==> src/rtl/reg_file_pkg.sv <==
// Shared register-file types, default geometry and the zero-index helper.
// Also used by decode hazard logic, so keep is_zero_idx width-agnostic.
package reg_file_pkg;
  localparam int RF_WW = 32;
  localparam int RF_AW = 5;

  typedef logic [RF_AW-1:0] rf_addr_t;
  typedef logic [RF_WW-1:0] rf_word_t;

  // Callers zero-extend their index to 32 bits so any ADDRESS_WIDTH fits.
  function automatic logic is_zero_idx(input logic [31:0] addr);
    return addr == 32'd0;
  endfunction
endpackage

==> src/rtl/reg_file_rd_port.sv <==
// One registered read port: RD/BUSY reflect the state after this edge's write/mark.
// Latency 1 cycle; no backpressure, a new address is accepted every cycle.
module reg_file_rd_port
  import reg_file_pkg::*;
#(
  parameter int WORD_WIDTH    = RF_WW,
  parameter int ADDRESS_WIDTH = RF_AW,
  parameter int ZERO_REG      = 1
) (
  input  logic                                          clk,
  input  logic                                          rst_n,
  input  logic [(1 << ADDRESS_WIDTH)*WORD_WIDTH-1:0]    regs,
  input  logic [(1 << ADDRESS_WIDTH)-1:0]               pending,
  input  logic                                          wen,
  input  logic [ADDRESS_WIDTH-1:0]                      wa,
  input  logic [WORD_WIDTH-1:0]                         wd,
  input  logic                                          men,
  input  logic [ADDRESS_WIDTH-1:0]                      ma,
  input  logic [ADDRESS_WIDTH-1:0]                      ra,
  output logic [WORD_WIDTH-1:0]                         rd,
  output logic                                          busy
);

  logic                  zero_hit;
  logic                  wr_hit;
  logic                  mk_hit;
  logic [WORD_WIDTH-1:0] rd_nxt;
  logic                  busy_nxt;

  assign zero_hit = (ZERO_REG != 0) && is_zero_idx(32'(ra));
  assign wr_hit   = wen && (wa == ra);
  assign mk_hit   = men && (ma == ra);

  // Mark is applied after write so a same-cycle re-issue keeps the register pending.
  always_comb begin
    rd_nxt   = regs[ra*WORD_WIDTH +: WORD_WIDTH];
    busy_nxt = pending[ra];
    if (wr_hit) begin
      rd_nxt   = wd;
      busy_nxt = 1'b0;
    end
    if (mk_hit) begin
      busy_nxt = 1'b1;
    end
    if (zero_hit) begin
      rd_nxt   = '0;
      busy_nxt = 1'b0;
    end
  end

  always_ff @(posedge clk or negedge rst_n) begin
    if (!rst_n) begin
      rd   <= '0;
      busy <= 1'b0;
    end else begin
      rd   <= rd_nxt;
      busy <= busy_nxt;
    end
  end

endmodule

==> src/rtl/reg_file_sb.sv <==
// Multi-read-port register file with per-register pending (scoreboard) bits and write bypass.
// Read latency 1 cycle; no backpressure, one write and one mark accepted every cycle.
module reg_file_sb
  import reg_file_pkg::*;
#(
  parameter int WORD_WIDTH    = RF_WW,
  parameter int ADDRESS_WIDTH = RF_AW,
  parameter int NUM_RD        = 2,
  parameter int ZERO_REG      = 1
) (
  input  logic                             clk,
  input  logic                             rst_n,
  input  logic [NUM_RD*ADDRESS_WIDTH-1:0]  RA,
  output logic [NUM_RD*WORD_WIDTH-1:0]     RD,
  output logic [NUM_RD-1:0]                BUSY,
  input  logic [ADDRESS_WIDTH-1:0]         WA,
  input  logic [WORD_WIDTH-1:0]            WD,
  input  logic                             WEN,
  input  logic [ADDRESS_WIDTH-1:0]         MA,
  input  logic                             MEN
);

  localparam int DEPTH = 1 << ADDRESS_WIDTH;

  logic [DEPTH*WORD_WIDTH-1:0] regs;
  logic [DEPTH-1:0]            pending;
  logic                        wr_ok;
  logic                        mk_ok;

  assign wr_ok = WEN && !((ZERO_REG != 0) && is_zero_idx(32'(WA)));
  assign mk_ok = MEN && !((ZERO_REG != 0) && is_zero_idx(32'(MA)));

  // Mark is the later assignment so it wins over a same-index retire.
  always_ff @(posedge clk or negedge rst_n) begin
    if (!rst_n) begin
      regs    <= '0;
      pending <= '0;
    end else begin
      if (wr_ok) begin
        regs[WA*WORD_WIDTH +: WORD_WIDTH] <= WD;
        pending[WA]                       <= 1'b0;
      end
      if (mk_ok) begin
        pending[MA] <= 1'b1;
      end
    end
  end

  for (genvar g = 0; g < NUM_RD; g++) begin : g_rd
    reg_file_rd_port #(
      .WORD_WIDTH    (WORD_WIDTH),
      .ADDRESS_WIDTH (ADDRESS_WIDTH),
      .ZERO_REG      (ZERO_REG)
    ) u_rd_port (
      .clk     (clk),
      .rst_n   (rst_n),
      .regs    (regs),
      .pending (pending),
      .wen     (WEN),
      .wa      (WA),
      .wd      (WD),
      .men     (MEN),
      .ma      (MA),
      .ra      (RA[g*ADDRESS_WIDTH +: ADDRESS_WIDTH]),
      .rd      (RD[g*WORD_WIDTH +: WORD_WIDTH]),
      .busy    (BUSY[g])
    );
  end

endmodule

==> config.mk <==
export PLATFORM = sky130hd
export DESIGN_NAME = reg_file_sb
export DESIGN_NICKNAME = d
export VERILOG_FILES = /design/src/rtl/reg_file_pkg.sv /design/src/rtl/reg_file_rd_port.sv /design/src/rtl/reg_file_sb.sv
export SDC_FILE = /design/constraint.sdc
export NUM_CORES = 2
export LEC_CHECK = 0
export CORE_UTILIZATION = 39
export DETAILED_ROUTE_END_ITERATION = 16
export PLACE_DENSITY = 0.59
export SLEW_MARGIN = 5
export SYNTH_ARGS = -nofsm -noshare
export SYNTH_HDL_FRONTEND = slang
export SYNTH_SLANG_ARGS = --single-unit
==> constraint.sdc <==
create_clock -name clk -period 2.23 [get_ports clk]
set_input_delay 0.223 -clock clk [delete_from_list [all_inputs] [get_ports clk]]
set_output_delay 0.223 -clock clk [all_outputs]
set_load 0.01 [all_outputs]
==> summary.txt <==
Floorplanning
  – Die Ht: 393.4 microns
  – Die area: around 150000 sq um
  – Initial core utilization: about two fifths
  – Row count: 143
  – Core area: about 150000 sq um
  – Die width: just under 400 microns
  – IO Count: approximately 120

Layout
  – Fill count: 13200
  – Design Area, Final: 73160 sq um
  – Share of post-route cells with drive strength above 1: between 40% and 50%
  – Final nets: ~4800
  – Area grow syn2layout: 22.47%
  – Util after Layout: about half

Drt
  – First-pass DRT Iterations: 6
  – ANT nets after route: 0
  – DR iter-0 viols: 4020
  – Via count: 42340
  – Post-route DRC: 0
  – Via/cell ratio: 6.193
  – Total wire length: 214.5 mm
  – WL/cell: roughly 31 microns

Setup path
  – R2R depth: 6
  – Worst setup path class: reg2reg
  – Crit. End Element: register
  – CP arrival: between 2000 and 3000 ps
  – Setup crit start kind: register
  – Worst Path Required: a little under 3000 ps
  – Worst-path maximum fanout: 3

Timing
  – Post-route clock period utilization: 97.32%
  – Maximum clock frequency: 460.8 MHz
  – Worst hold margin: roughly 170 ps
  – Worst Skew: around 18 ps
  – Final max-slew violation count: 0
  – Final Hold Violating Endpoints: 0
  – Slew @ Worst Pin: about 870 ps
  – Relative slew slack: 42.20%
  – Final setup violation count: 0
  – Clock period minus worst slack: around 2200 ps

Synth
  – Syn. warnings: 0
  – Top FF cell, synth: dfrtp_1
  – Sequential cell area fraction in the yosys report: a little under half
  – Asr flop ratio synth: 100.0%
  – Top cell type's share of synthesized area: roughly 47%
  – Synth cell types: 74
  – Number of synthesized flops with an enable pin: 0
  – Top cells by area, synth: dfrtp_1, mux2_2, mux4_2
  – Yosys top cell by area: dfrtp_1
  – Mapped Cells: around 4300
  – Avg Inst Size Synth: between 10 and 15 sq um
  – Post-Syn Area: 59730 sq um
  – Mapped Nets: around 4400
  – Synth Register Bits: between 1000 and 1500

Power
  – Peak supply drop: between 0.8 and 0.9 mV
  – Comb pwr share: between 20% and 30%
  – Clk network pwr share: between 30 and 40%
  – Pint: between 40 and 50 mW
  – Leakage: between 30 and 40 nW
  – Total power: around 66 mW
  – Reg power frac: between 40% and 50%
  – Sw Ratio: between 20 and 30%
  – Sw Pwr: about 19 mW
  – Pwr dens: about 900 nW/um^2

Run status
  – Outcome: finished clean

Place
  – Placed cell areas: 68740 sq um
  – Buffers on Ports: 121
  – GP Congestion: ~0.88
  – Final HPWL DP: ~140 mm

Worst hold path
  – Worst min path class: in2reg
  – Hold path cells: 3

CTS
  – Clk_lat worst skew: 780 ps
  – H-tree depth: 4
  – Root Buffer Master: clkbuf_16
  – Clk slew on worst S/H paths: ~60 ps
  – CTS buffer count: 130
  – Clock sinks: roughly 1100
  – TritonCTS clock tree: done
  – Clock Path Buffers: 3

GRT
  – Initial antenna violation count: 4
  – Largest net degree at the start of global routing: 106
  – GRT Overall Usage: between 20% and 30%
  – Vias in the first global route: 43130
  – Grt ovf: 0
  – First-pass GRT wire length: around 310 mm

Job
  – Max-cap violation count: 0
==> cells in the mapped netlist (9+ instances only) <==
cell type and number:
buf_1 26, o22ai_1 34, a21oi_1 29, a221oi_1 71
mux2i_1 302, and3_1 10, xor2_1 14, o21ai_0 189
buf_4 50, or3_1 9, a32oi_1 17, nand2_1 199
buf_2 142, mux2_2 919, o31ai_1 14, dfrtp_1 1122
nand3_1 47, o221a_2 10, nor3_1 22, mux4_2 437
clkbuf_1 244, nor2_1 106, and2_1 9, or2_2 10
nor2b_1 15, a22oi_1 31, nand2b_1 23, a221o_1 33
nand4_1 9, o2bb2ai_1 13, a311oi_1 13
==> path summary, 6_finish.rpt <==
path / start / to / slack (ps)
max: regs[85] / g_rd[1].u_rd_port.rd[21] / 60
min: WD[13] / g_rd[0].u_rd_port.rd[13] / 170
max reg2reg: regs[85] / g_rd[1].u_rd_port.rd[21] / 60
min reg2reg: regs[14] / regs[14] / 390
max in group asynchronous: rst_n / g_rd[0].u_rd_port.rd[10] / 1400
min in group asynchronous: rst_n / regs[68] / 190
==> worst max-delay path: stages (launching register included) <==
cell and delay, ps:
dfrtp_1 410, mux4_2 480, mux4_2 450, nor2b_1 150, a311oi_2 290, nor2_1 110, buf_4 170
==> power groups by stage <==
stage	clock [mW]	combinational (mW)	sequential, mW
after floorplan	0	10.5	27.8
after global placement	0	15.0	28.6
after detailed placement	0	15.2	28.9
after CTS	22.3	15.3	28.5
after global routing	23.0	16.3	29.2
final	21.9	15.3	28.6
==> registers in the layout (all words and copies together) (netlist names) <==
register / cells
regs: 1024
pending: 32
g_rd.u_rd_port.busy: 2
g_rd.u_rd_port.rd: 64
==> cells by family (layout without fill, tap and decap cells) <==
logic type               count (synthesis)  in the layout  synth area share (%)
multiplexers                          1661           1661                 38.92
XOR/XNOR                                21             21                0.3079
buffers and inverters                  479            981                 3.676
other                                    0              1                     0
flip-flops                            1122           1122                 47.00
AND/OR/NAND/NOR                        503            503                 4.015
adder cells (fa/ha/maj)                  5              5                0.1047
AO/OA/AOI/OAI                          513            513                 5.976
==> layer usage <==
metal | vias up | share of wire, % | GRT usage, %
met1 | 22680 | 42 | 38.56
met3 | 451 | 7.9 | 4.962
met4 | 2 | 4.3 | 11.33
li1 | 17260 | - | -
met5 | - | 0.0084 | 0
met2 | 1948 | 46 | 42.86
==> layout by cell type (no fill, tap or decap), types with 23 or more instances in the layout <==
master           instances
a21oi_1                 29
a221o_1                 33
a221oi_1                71
a22oi_1                 31
buf_12                 185
buf_4                  431
clkbuf_1                31
clkbuf_16              134
clkbuf_8                28
clkdlybuf4s50_1        110
dfrtp_1               1122
mux2_2                 873
mux2_4                  48
mux2i_1                302
mux4_2                 437
nand2_1                188
nand2b_1                23
nand3_1                 44
nor2_1                 103
o21ai_0                188
o22ai_1                 34
==> per-stage QoR <==
step           worst slack (ps)  cells  setup TNS, ps
2_1_floorplan            -66.99   4304          -5393
3_3_place_gp             -828.0   6595        -541140
3_5_place_dp             -840.7   6595        -527290
4_1_cts                   36.70   6836              0
5_1_grt                  -5.080   6836         -5.080
6_report                  59.67   6837              0
==> final cells by class <==
cell class              instances  area, sq um  area share [%]
multi-input cells            2703        30010           41.02
flip-flops and latches       1122        28080           38.38
repair buffers                733         8130           11.11
clock buffers                 193         3855           5.269
well taps                    2030         2540           3.472
clock inverters                44        490.5          0.6704
inverters                      11        55.05         0.07525
diodes                          1        2.502        0.003421
==> what timing repair did <==
item                                    CTS  global route
buffers inserted                          2             0
gates resized for setup                   0             2
hold buffers                              2             0
pin swaps                                 1             0
hold endpoints to repair                531             0
endpoints found under the setup margin    2             2
No activity file was read; power rests on OpenSTA's default activity.
